==> src/rtl/gf2div_pkg.sv <==
// Shared configuration package for the carry-less (GF(2)) divider.
// Holds the core configuration record and the RemSel result-select encoding.
package gf2div_pkg;

    // Core configuration record; the divider only looks at ZBC_SUPPORTED.
    typedef struct packed {
        logic ZBC_SUPPORTED;
    } cvw_t;

    localparam cvw_t CVW_DEFAULT = '{ZBC_SUPPORTED: 1'b1};

    // RemSel encoding: which half of the division is returned on Result.
    localparam logic REMSEL_QUOT = 1'b0;
    localparam logic REMSEL_REM  = 1'b1;

endpackage

==> src/rtl/gf2div_priorityencoder.sv <==
// Index of the most significant set bit of a word; returns 0 for an all-zero
// input (the divider never uses the index when the divisor is zero).
module priorityencoder #(
    parameter int WIDTH = 32,
    parameter int YW    = $clog2(WIDTH)
) (
    input  logic [WIDTH-1:0] a,
    output logic [YW-1:0]    y
);

    // Scan upward so the highest set bit is the last one to write y.
    always_comb begin
        y = '0;
        for (int i = 0; i < WIDTH; i++) begin
            if (a[i]) y = YW'(i);
        end
    end

endmodule

==> src/rtl/gf2div.sv <==
// Bit-serial GF(2) polynomial divider: one dividend bit per cycle, quotient
// and remainder built by shift/XOR long division.
//
//   state | meaning
//   IDLE  | waiting for StartE; Result/DivZero hold the last completed op
//   BUSY  | one long-division step per cycle, counter walks WIDTH-1 .. 0
//   DONE  | single cycle, Done pulse, Result/DivZero valid
import gf2div_pkg::*;

module gf2div #(
    parameter cvw_t P     = CVW_DEFAULT,
    parameter int   WIDTH = 32
) (
    input  logic             clk,
    input  logic             reset,
    input  logic             StartE,
    input  logic             FlushE,
    input  logic [WIDTH-1:0] A,
    input  logic [WIDTH-1:0] B,
    input  logic             W64,
    input  logic             RemSel,
    output logic             Busy,
    output logic             Done,
    output logic [WIDTH-1:0] Result,
    output logic             DivZero
);

    localparam int CW = $clog2(WIDTH);

    typedef enum logic [1:0] {
        IDLE = 2'd0,
        BUSY = 2'd1,
        DONE = 2'd2
    } state_t;

    // Select quotient or remainder; word ops sign-extend from bit 31.
    function automatic logic [WIDTH-1:0] pick(
        input logic             rs,
        input logic             ext,
        input logic [WIDTH-1:0] q,
        input logic [WIDTH-1:0] r
    );
        logic [WIDTH-1:0] v;
        v = (rs == REMSEL_REM) ? r : q;
        if (ext) begin
            for (int i = 32; i < WIDTH; i++) v[i] = v[31];
        end
        return v;
    endfunction

    generate
    if (P.ZBC_SUPPORTED) begin : g_div

        state_t           state_q, state_d;
        logic             wide_op;
        logic [WIDTH-1:0] a_ext, b_ext;
        logic             b_zero;
        logic [CW-1:0]    d_in;
        logic             accept;
        logic             finish;

        logic [WIDTH-1:0] a_q, b_q, r_q, q_q;
        logic [CW-1:0]    cnt_q, d_q;
        logic             w64_q, remsel_q;
        logic [WIDTH-1:0] result_q;
        logic             divzero_q;

        logic [WIDTH-1:0] t, r_nxt, q_nxt;

        // Word operations only exist on the 64-bit build; drop the upper half.
        always_comb begin
            wide_op = (WIDTH == 64) && W64;
            a_ext   = A;
            b_ext   = B;
            if (wide_op) begin
                for (int i = 32; i < WIDTH; i++) begin
                    a_ext[i] = 1'b0;
                    b_ext[i] = 1'b0;
                end
            end
            b_zero = (b_ext == '0);
        end

        priorityencoder #(.WIDTH(WIDTH)) u_msb (
            .a (b_ext),
            .y (d_in)
        );

        // One long-division step: bring down the next dividend bit, subtract
        // (XOR) the divisor whenever the partial remainder reaches degree d.
        always_comb begin
            t = {r_q[WIDTH-2:0], a_q[cnt_q]};
            if (t[d_q]) begin
                r_nxt = t ^ b_q;
                q_nxt = {q_q[WIDTH-2:0], 1'b1};
            end else begin
                r_nxt = t;
                q_nxt = {q_q[WIDTH-2:0], 1'b0};
            end
        end

        // Next state and status outputs; FlushE overrides every transition.
        always_comb begin
            state_d = state_q;
            accept  = 1'b0;
            finish  = 1'b0;
            Busy    = (state_q != IDLE);
            Done    = (state_q == DONE);
            case (state_q)
                IDLE: begin
                    if (StartE) begin
                        accept  = !FlushE;
                        state_d = b_zero ? DONE : BUSY;
                    end
                end
                BUSY: begin
                    if (cnt_q == '0) begin
                        finish  = !FlushE;
                        state_d = DONE;
                    end
                end
                DONE:    state_d = IDLE;
                default: state_d = IDLE;
            endcase
            if (FlushE) state_d = IDLE;
        end

        // State register.
        always_ff @(posedge clk or negedge reset) begin
            if (!reset) state_q <= IDLE;
            else        state_q <= state_d;
        end

        // Operand latch and shift/XOR datapath registers.
        always_ff @(posedge clk or negedge reset) begin
            if (!reset) begin
                a_q      <= '0;
                b_q      <= '0;
                r_q      <= '0;
                q_q      <= '0;
                cnt_q    <= '0;
                d_q      <= '0;
                w64_q    <= 1'b0;
                remsel_q <= 1'b0;
            end else if (accept) begin
                a_q      <= a_ext;
                b_q      <= b_ext;
                r_q      <= b_zero ? a_ext : '0;
                q_q      <= '0;
                cnt_q    <= CW'(WIDTH - 1);
                d_q      <= d_in;
                w64_q    <= wide_op;
                remsel_q <= RemSel;
            end else if (state_q == BUSY && !FlushE) begin
                r_q      <= r_nxt;
                q_q      <= q_nxt;
                cnt_q    <= cnt_q - 1'b1;
            end
        end

        // Result/DivZero are captured once per operation so they stay stable
        // through DONE and IDLE until the next accepted start.
        always_ff @(posedge clk or negedge reset) begin
            if (!reset) begin
                result_q  <= '0;
                divzero_q <= 1'b0;
            end else if (accept && b_zero) begin
                result_q  <= pick(RemSel, wide_op, '0, a_ext);
                divzero_q <= 1'b1;
            end else if (finish) begin
                result_q  <= pick(remsel_q, w64_q, q_nxt, r_nxt);
                divzero_q <= 1'b0;
            end
        end

        assign Result  = result_q;
        assign DivZero = divzero_q;

    end else begin : g_nodiv

        assign Busy    = 1'b0;
        assign Done    = 1'b0;
        assign Result  = '0;
        assign DivZero = 1'b0;

    end
    endgenerate

endmodule
==> config.mk <==
export PLATFORM = sky130hd
export DESIGN_NAME = gf2div
export DESIGN_NICKNAME = d
export VERILOG_FILES = /design/src/rtl/gf2div_pkg.sv /design/src/rtl/gf2div_priorityencoder.sv /design/src/rtl/gf2div.sv
export SDC_FILE = /design/constraint.sdc
export NUM_CORES = 1
export LEC_CHECK = 0
export ABC_AREA = 1
export BUFFER_PORTS_ARGS = -buffer_cell sky130_fd_sc_hd__buf_2
export CORE_ASPECT_RATIO = 1.25
export CORE_MARGIN = 2
export CORE_UTILIZATION = 41
export DETAILED_ROUTE_END_ITERATION = 8
export PLACE_DENSITY = 0.57
export SLEW_MARGIN = 20
export SYNTH_ARGS = -nofsm -noshare
export SYNTH_HDL_FRONTEND = slang
export SYNTH_HIERARCHICAL = 1
export SYNTH_SLANG_ARGS = --single-unit
==> constraint.sdc <==
create_clock -name clk -period 2.7 [get_ports clk]
set_input_delay 0.405 -clock clk [delete_from_list [all_inputs] [get_ports clk]]
set_output_delay 0.405 -clock clk [all_outputs]
set_load 0.01 [all_outputs]
==> flow_results.org <==
** Worst hold path
- Instance count along the most critical hold path :: 3
- Worst hold endpoint :: g_div.b_q[0]
- The startpoint identified for the worst hold timing path is B[0].
- Worst hold-check path type :: input pin to register

** Die
- Die area :: 24800 µm²
- The core region is 23000 µm².
- The die is 141 µm wide.
- Total number of placement rows :: 62
- Die boundary height :: 175 µm
- Once the floorplan was initialized, standard cells occupied 41.8% of the core.
- Io pins :: 105

** Global route
- Antenna violations before repair :: 0
- The first global-routing pass estimated 45700 µm of wire.
- Overall overflow remaining after global route :: 0
- Entering global routing, the biggest net connects 54 pins.
- GR Util All Layers :: 23.5%
- Number of global-route vias before repair :: 8509

** Layout
- In the layout the commonest cells are sky130_fd_sc_hd__nand2_1 (437), sky130_fd_sc_hd__inv_1 (216), sky130_fd_sc_hd__dfrtp_1 (171), sky130_fd_sc_hd__nand3_1 (137), sky130_fd_sc_hd__a21oi_1 (107).
- Nets@finish :: 1549
- Number of antenna repair diodes :: 0
- The area growth from synthesis to layout is 15.6%.
- Most frequent standard cell in the layout excluding fill and tap cells :: sky130_fd_sc_hd__nand2_1
- FILL cells :: 2378
- Of the cells placed in the final design, the portion with a size suffix greater than 1 is 12.6%.

** Synth
- After synthesis, flip-flops and latches occupy 44.6% of the total area.
- #FFs+latches synth :: 172
- The cell area that synthesis handed to floorplanning was 9640 µm².
- By area, the combinational part of the netlist is dominated by simple AND/OR/NAND/NOR gates.
- Gate Count Post-Synth :: 1394
- Yosys printed 6 warnings.
- In the synthesized netlist, mux cells make up 0% of the area.
- Synthesized-area fraction occupied by adder cells :: 0.260%
- Synth Area in Compound Gates :: 12.7%
- A synthesized cell averages 6.92 µm².
- After Yosys synthesis, and, or, nand and nor cells account for 28.8% of the synthesized area.
- Synthesis instantiated 30 different standard cells from the library.
- Post-Syn Nets :: 1466
- The synthesized netlist devotes 0.818% of its cell area to XOR and XNOR gates.

** Clock network
- CTS clock-pin slew for the worst setup and hold paths :: 0.08 ns
- The tree is rooted in a sky130_fd_sc_hd__clkbuf_16.
- In this run the post-CTS setup repair buffer count came out at 0.
- TritonCTS built the clock tree.
- CTS Sinks :: 172
- The later pin in the worst-skew pair is clocked with a latency of 0.45 ns.
- CTS H-Tree Depth :: 4
- Number of buffers between clock root and the deepest sink :: 2
- Number of CTS-inserted buffers :: 17

** Power and ir drop
- The analysis attributes to net switching a power of 3390 µW.
- In this run switching power makes up 38.9% of total power.
- Total internal power :: 5310 µW
- Combinational cells account for 33.2% of the total power.
- VDD sags by at most 0.000452 V.
- In this run the power density over the cells is 780 nW/µm².
- Seq pwr share :: 38.5%
- Of the total power, the clock network draws 28.2%.
- In this run the static leakage power is 0.00615 µW.

** Placement
- Port buffering added 103 buffers.
- Routability-driven placement finished with a final weighted congestion of 0.836.
- The HPWL after detailed placement is 20500 µm.

** Worst setup path
- By startpoint and endpoint, the worst setup path is classified as register to register.
- Crit path DAT :: 2.80 ns
- The endpoint identified for the worst register-to-register timing path is Result[10].
- STA classifies the critical path startpoint as a register.
- Data on the critical path is required at its endpoint by 3.04 ns.
- Register-to-register setup slack :: 0.24 ns
- Capturing element type of the critical path :: register
- The worst register-to-register path begins at g_div.cnt_q[0].
- The worst register-to-register path has a depth of 19.
- Along the worst path, the maximum fanout reaches 25.

** STA
- Setup repair after global routing missed its margin :: no
- Measured against its own limit, the worst slew margin works out to 52.1%.
- Final clock period utilization by the worst path :: 91.2%
- Worst Clk Skew :: 0.0214 ns
- Clock period minus worst slack :: 2.46 ns
- Setup violations remaining at the end of the flow were counted as 0.
- Number of failing hold endpoints at the final stage :: 0
- After routing, the total negative slack on setup checks comes to 0 ns.
- Timing would allow up to 0.406 GHz.
- Across all hold checks on the routed design, the worst slack comes to 0.198 ns.
- Number of slew-limit violations in the final report :: 0
- Worst slew pin tran :: 0.719 ns

** Drt
- Wires add up to 28100 µm.
- Dividing the detail-routed wire length by the instance count gives 15.8 µm.
- Remaining number of nets flagged by the antenna check after routing :: 0
- The first detailed-routing pass ran for 6 iterations.
- In the routed design, unresolved DRC markers number 0.
- Across all layers, the routed design uses 9073 vias.
- Number of DRC markers after the initial detailed-route iteration :: 619
- Using the TritonRoute via totals, the vias-per-cell ratio works out to 5.10.

** Run
- Maxcap violations :: 0

** Run status
- The flow ran to the end, and the final reports show no timing, DRC or antenna violations.
-- routing by layer --
metal | wire length (µm) | part of all wire, % | track usage (%) | vias up
met1 | 13100 | 47 | 34.2 | 4212
met5 | 0 | 0 | 0 | -
met3 | 1880 | 6.7 | 3.98 | 25
met2 | 12700 | 45 | 36.3 | 292
met4 | 468 | 1.7 | 6.63 | 0
li1 | - | - | - | 4544
-- cell type report --
| type | count | area, µm² | area share (%) |
|---|---|---|---|
| clock buffer | 18 | 439 | 3.94 |
| clock inverter | 14 | 149 | 1.34 |
| inverter | 227 | 871 | 7.81 |
| multi-input combinational | 922 | 4130 | 37.0 |
| sequential | 172 | 4310 | 38.6 |
| tap | 288 | 360 | 3.23 |
| timing repair buffer | 137 | 896 | 8.04 |
-- state kept, by name, summed over array words and instances (netlist names) --
register,flops
g_div.cnt_q,5
g_div.a_q,32
Result,32
g_div.d_q,5
g_div.r_q,31
DivZero,1
g_div.q_q,31
g_div.state_q,2
g_div.remsel_q,1
g_div.b_q,32
-- power groups by stage --
| stage | sequential (µW) | clock (µW) | combinational (µW) |
|---|---|---|---|
| final | 3350 | 2460 | 2890 |
| after global placement | 3380 | 0 | 2820 |
| after CTS | 3350 | 2500 | 2870 |
| after detailed placement | 3390 | 0 | 2850 |
| after global routing | 3410 | 2610 | 3310 |
| after floorplan | 3300 | 0 | 2050 |
-- synthesized netlist by cell type --
cell type                  number  area share [%]
sky130_fd_sc_hd__bufinv_8       1            0.18
sky130_fd_sc_hd__buf_6          8            0.93
sky130_fd_sc_hd__o21bai_1       1           0.078
sky130_fd_sc_hd__o22ai_1       34             2.2
sky130_fd_sc_hd__nor2_1        83             3.2
sky130_fd_sc_hd__nand4_1        3            0.19
sky130_fd_sc_hd__nand3_1      137             7.1
sky130_fd_sc_hd__nor2_2         1           0.065
sky130_fd_sc_hd__ha_1           2            0.26
sky130_fd_sc_hd__inv_2          8            0.31
sky130_fd_sc_hd__xor2_1         9            0.82
sky130_fd_sc_hd__a21oi_1      107             5.6
sky130_fd_sc_hd__or2_2          4            0.26
sky130_fd_sc_hd__nand2_1      439              17
sky130_fd_sc_hd__buf_1          2           0.078
sky130_fd_sc_hd__a22oi_1        1           0.078
sky130_fd_sc_hd__nor4_1        10            0.65
sky130_fd_sc_hd__clkbuf_1      45             1.8
sky130_fd_sc_hd__a21o_1         1           0.078
sky130_fd_sc_hd__a31o_2         1           0.091
sky130_fd_sc_hd__buf_2         16            0.83
sky130_fd_sc_hd__or2_1          2            0.13
sky130_fd_sc_hd__o211ai_1       5            0.39
sky130_fd_sc_hd__nor3_2         1            0.10
sky130_fd_sc_hd__a31oi_1        2            0.13
sky130_fd_sc_hd__inv_1        216             8.4
sky130_fd_sc_hd__dfrtp_1      172              45
sky130_fd_sc_hd__buf_4          2            0.16
sky130_fd_sc_hd__o21ai_0       79             4.1
sky130_fd_sc_hd__clkinv_1       2           0.078
-- repair_timing --
item	CTS	global route
gates resized for setup	0	7
endpoints found under the setup margin	0	50
endpoints found under the hold margin	47	0
hold buffers	1	0
-- metrics by stage --
step / utilization [%] / setup WS [ns] / cells / cell area (µm²) / total power, µW
6_report: 48.4 / 0.238 / 1778 / 11100 / 8700
5_1_grt: 48.4 / 0.0332 / 1778 / 11100 / 9320
4_1_cts: 48.3 / 0.146 / 1778 / 11100 / 8710
3_5_place_dp: 45.7 / 0.0985 / 1745 / 10500 / 6240
3_3_place_gp: 45.7 / 0.0846 / 1745 / 10500 / 6200
2_1_floorplan: - / 0.653 / 1394 / 9640 / 5350
-- worst max-delay path: stages (launching register included) --
cell	delay, ns
sky130_fd_sc_hd__dfrtp_2	0.45
sky130_fd_sc_hd__buf_4	0.21
sky130_fd_sc_hd__nor2_1	0.06
sky130_fd_sc_hd__nor2_1	0.08
sky130_fd_sc_hd__nand2_1	0.06
sky130_fd_sc_hd__nand3_1	0.09
sky130_fd_sc_hd__nand3_1	0.11
sky130_fd_sc_hd__nand2_1	0.14
sky130_fd_sc_hd__nand2_2	0.11
sky130_fd_sc_hd__nand2_1	0.07
sky130_fd_sc_hd__nand2_1	0.05
sky130_fd_sc_hd__nand2_1	0.05
sky130_fd_sc_hd__nand2_1	0.06
sky130_fd_sc_hd__nand2_2	0.12
sky130_fd_sc_hd__buf_12	0.18
sky130_fd_sc_hd__nand2_1	0.07
sky130_fd_sc_hd__nand2_1	0.09
sky130_fd_sc_hd__nand3_1	0.15
sky130_fd_sc_hd__nand2_1	0.13
sky130_fd_sc_hd__a21oi_1	0.07
-- how the worst max path moves through the flow --
stage | startpoint | endpoint | slack, ns | cells after the start
6_report | g_div.cnt_q[0] | Result[10] | 0.24 | 19
5_1_grt | g_div.cnt_q[0] | Result[27] | 0.03 | 18
4_1_cts | g_div.cnt_q[0] | Result[10] | 0.15 | 19
3_5_place_dp | B[7] | g_div.r_q[12] | 0.1 | 9
3_3_place_gp | B[7] | g_div.r_q[12] | 0.08 | 9
2_1_floorplan | g_div.state_q[0] | Result[17] | 0.65 | 10
-- logic make-up after synthesis --
kind of cell    Yosys count
simple gates            680
xor+xnor                  9
buf+inv                 300
fa+ha+maj                 2
flops                   172
compound gates          231
(Power assumes the default switching activity.)
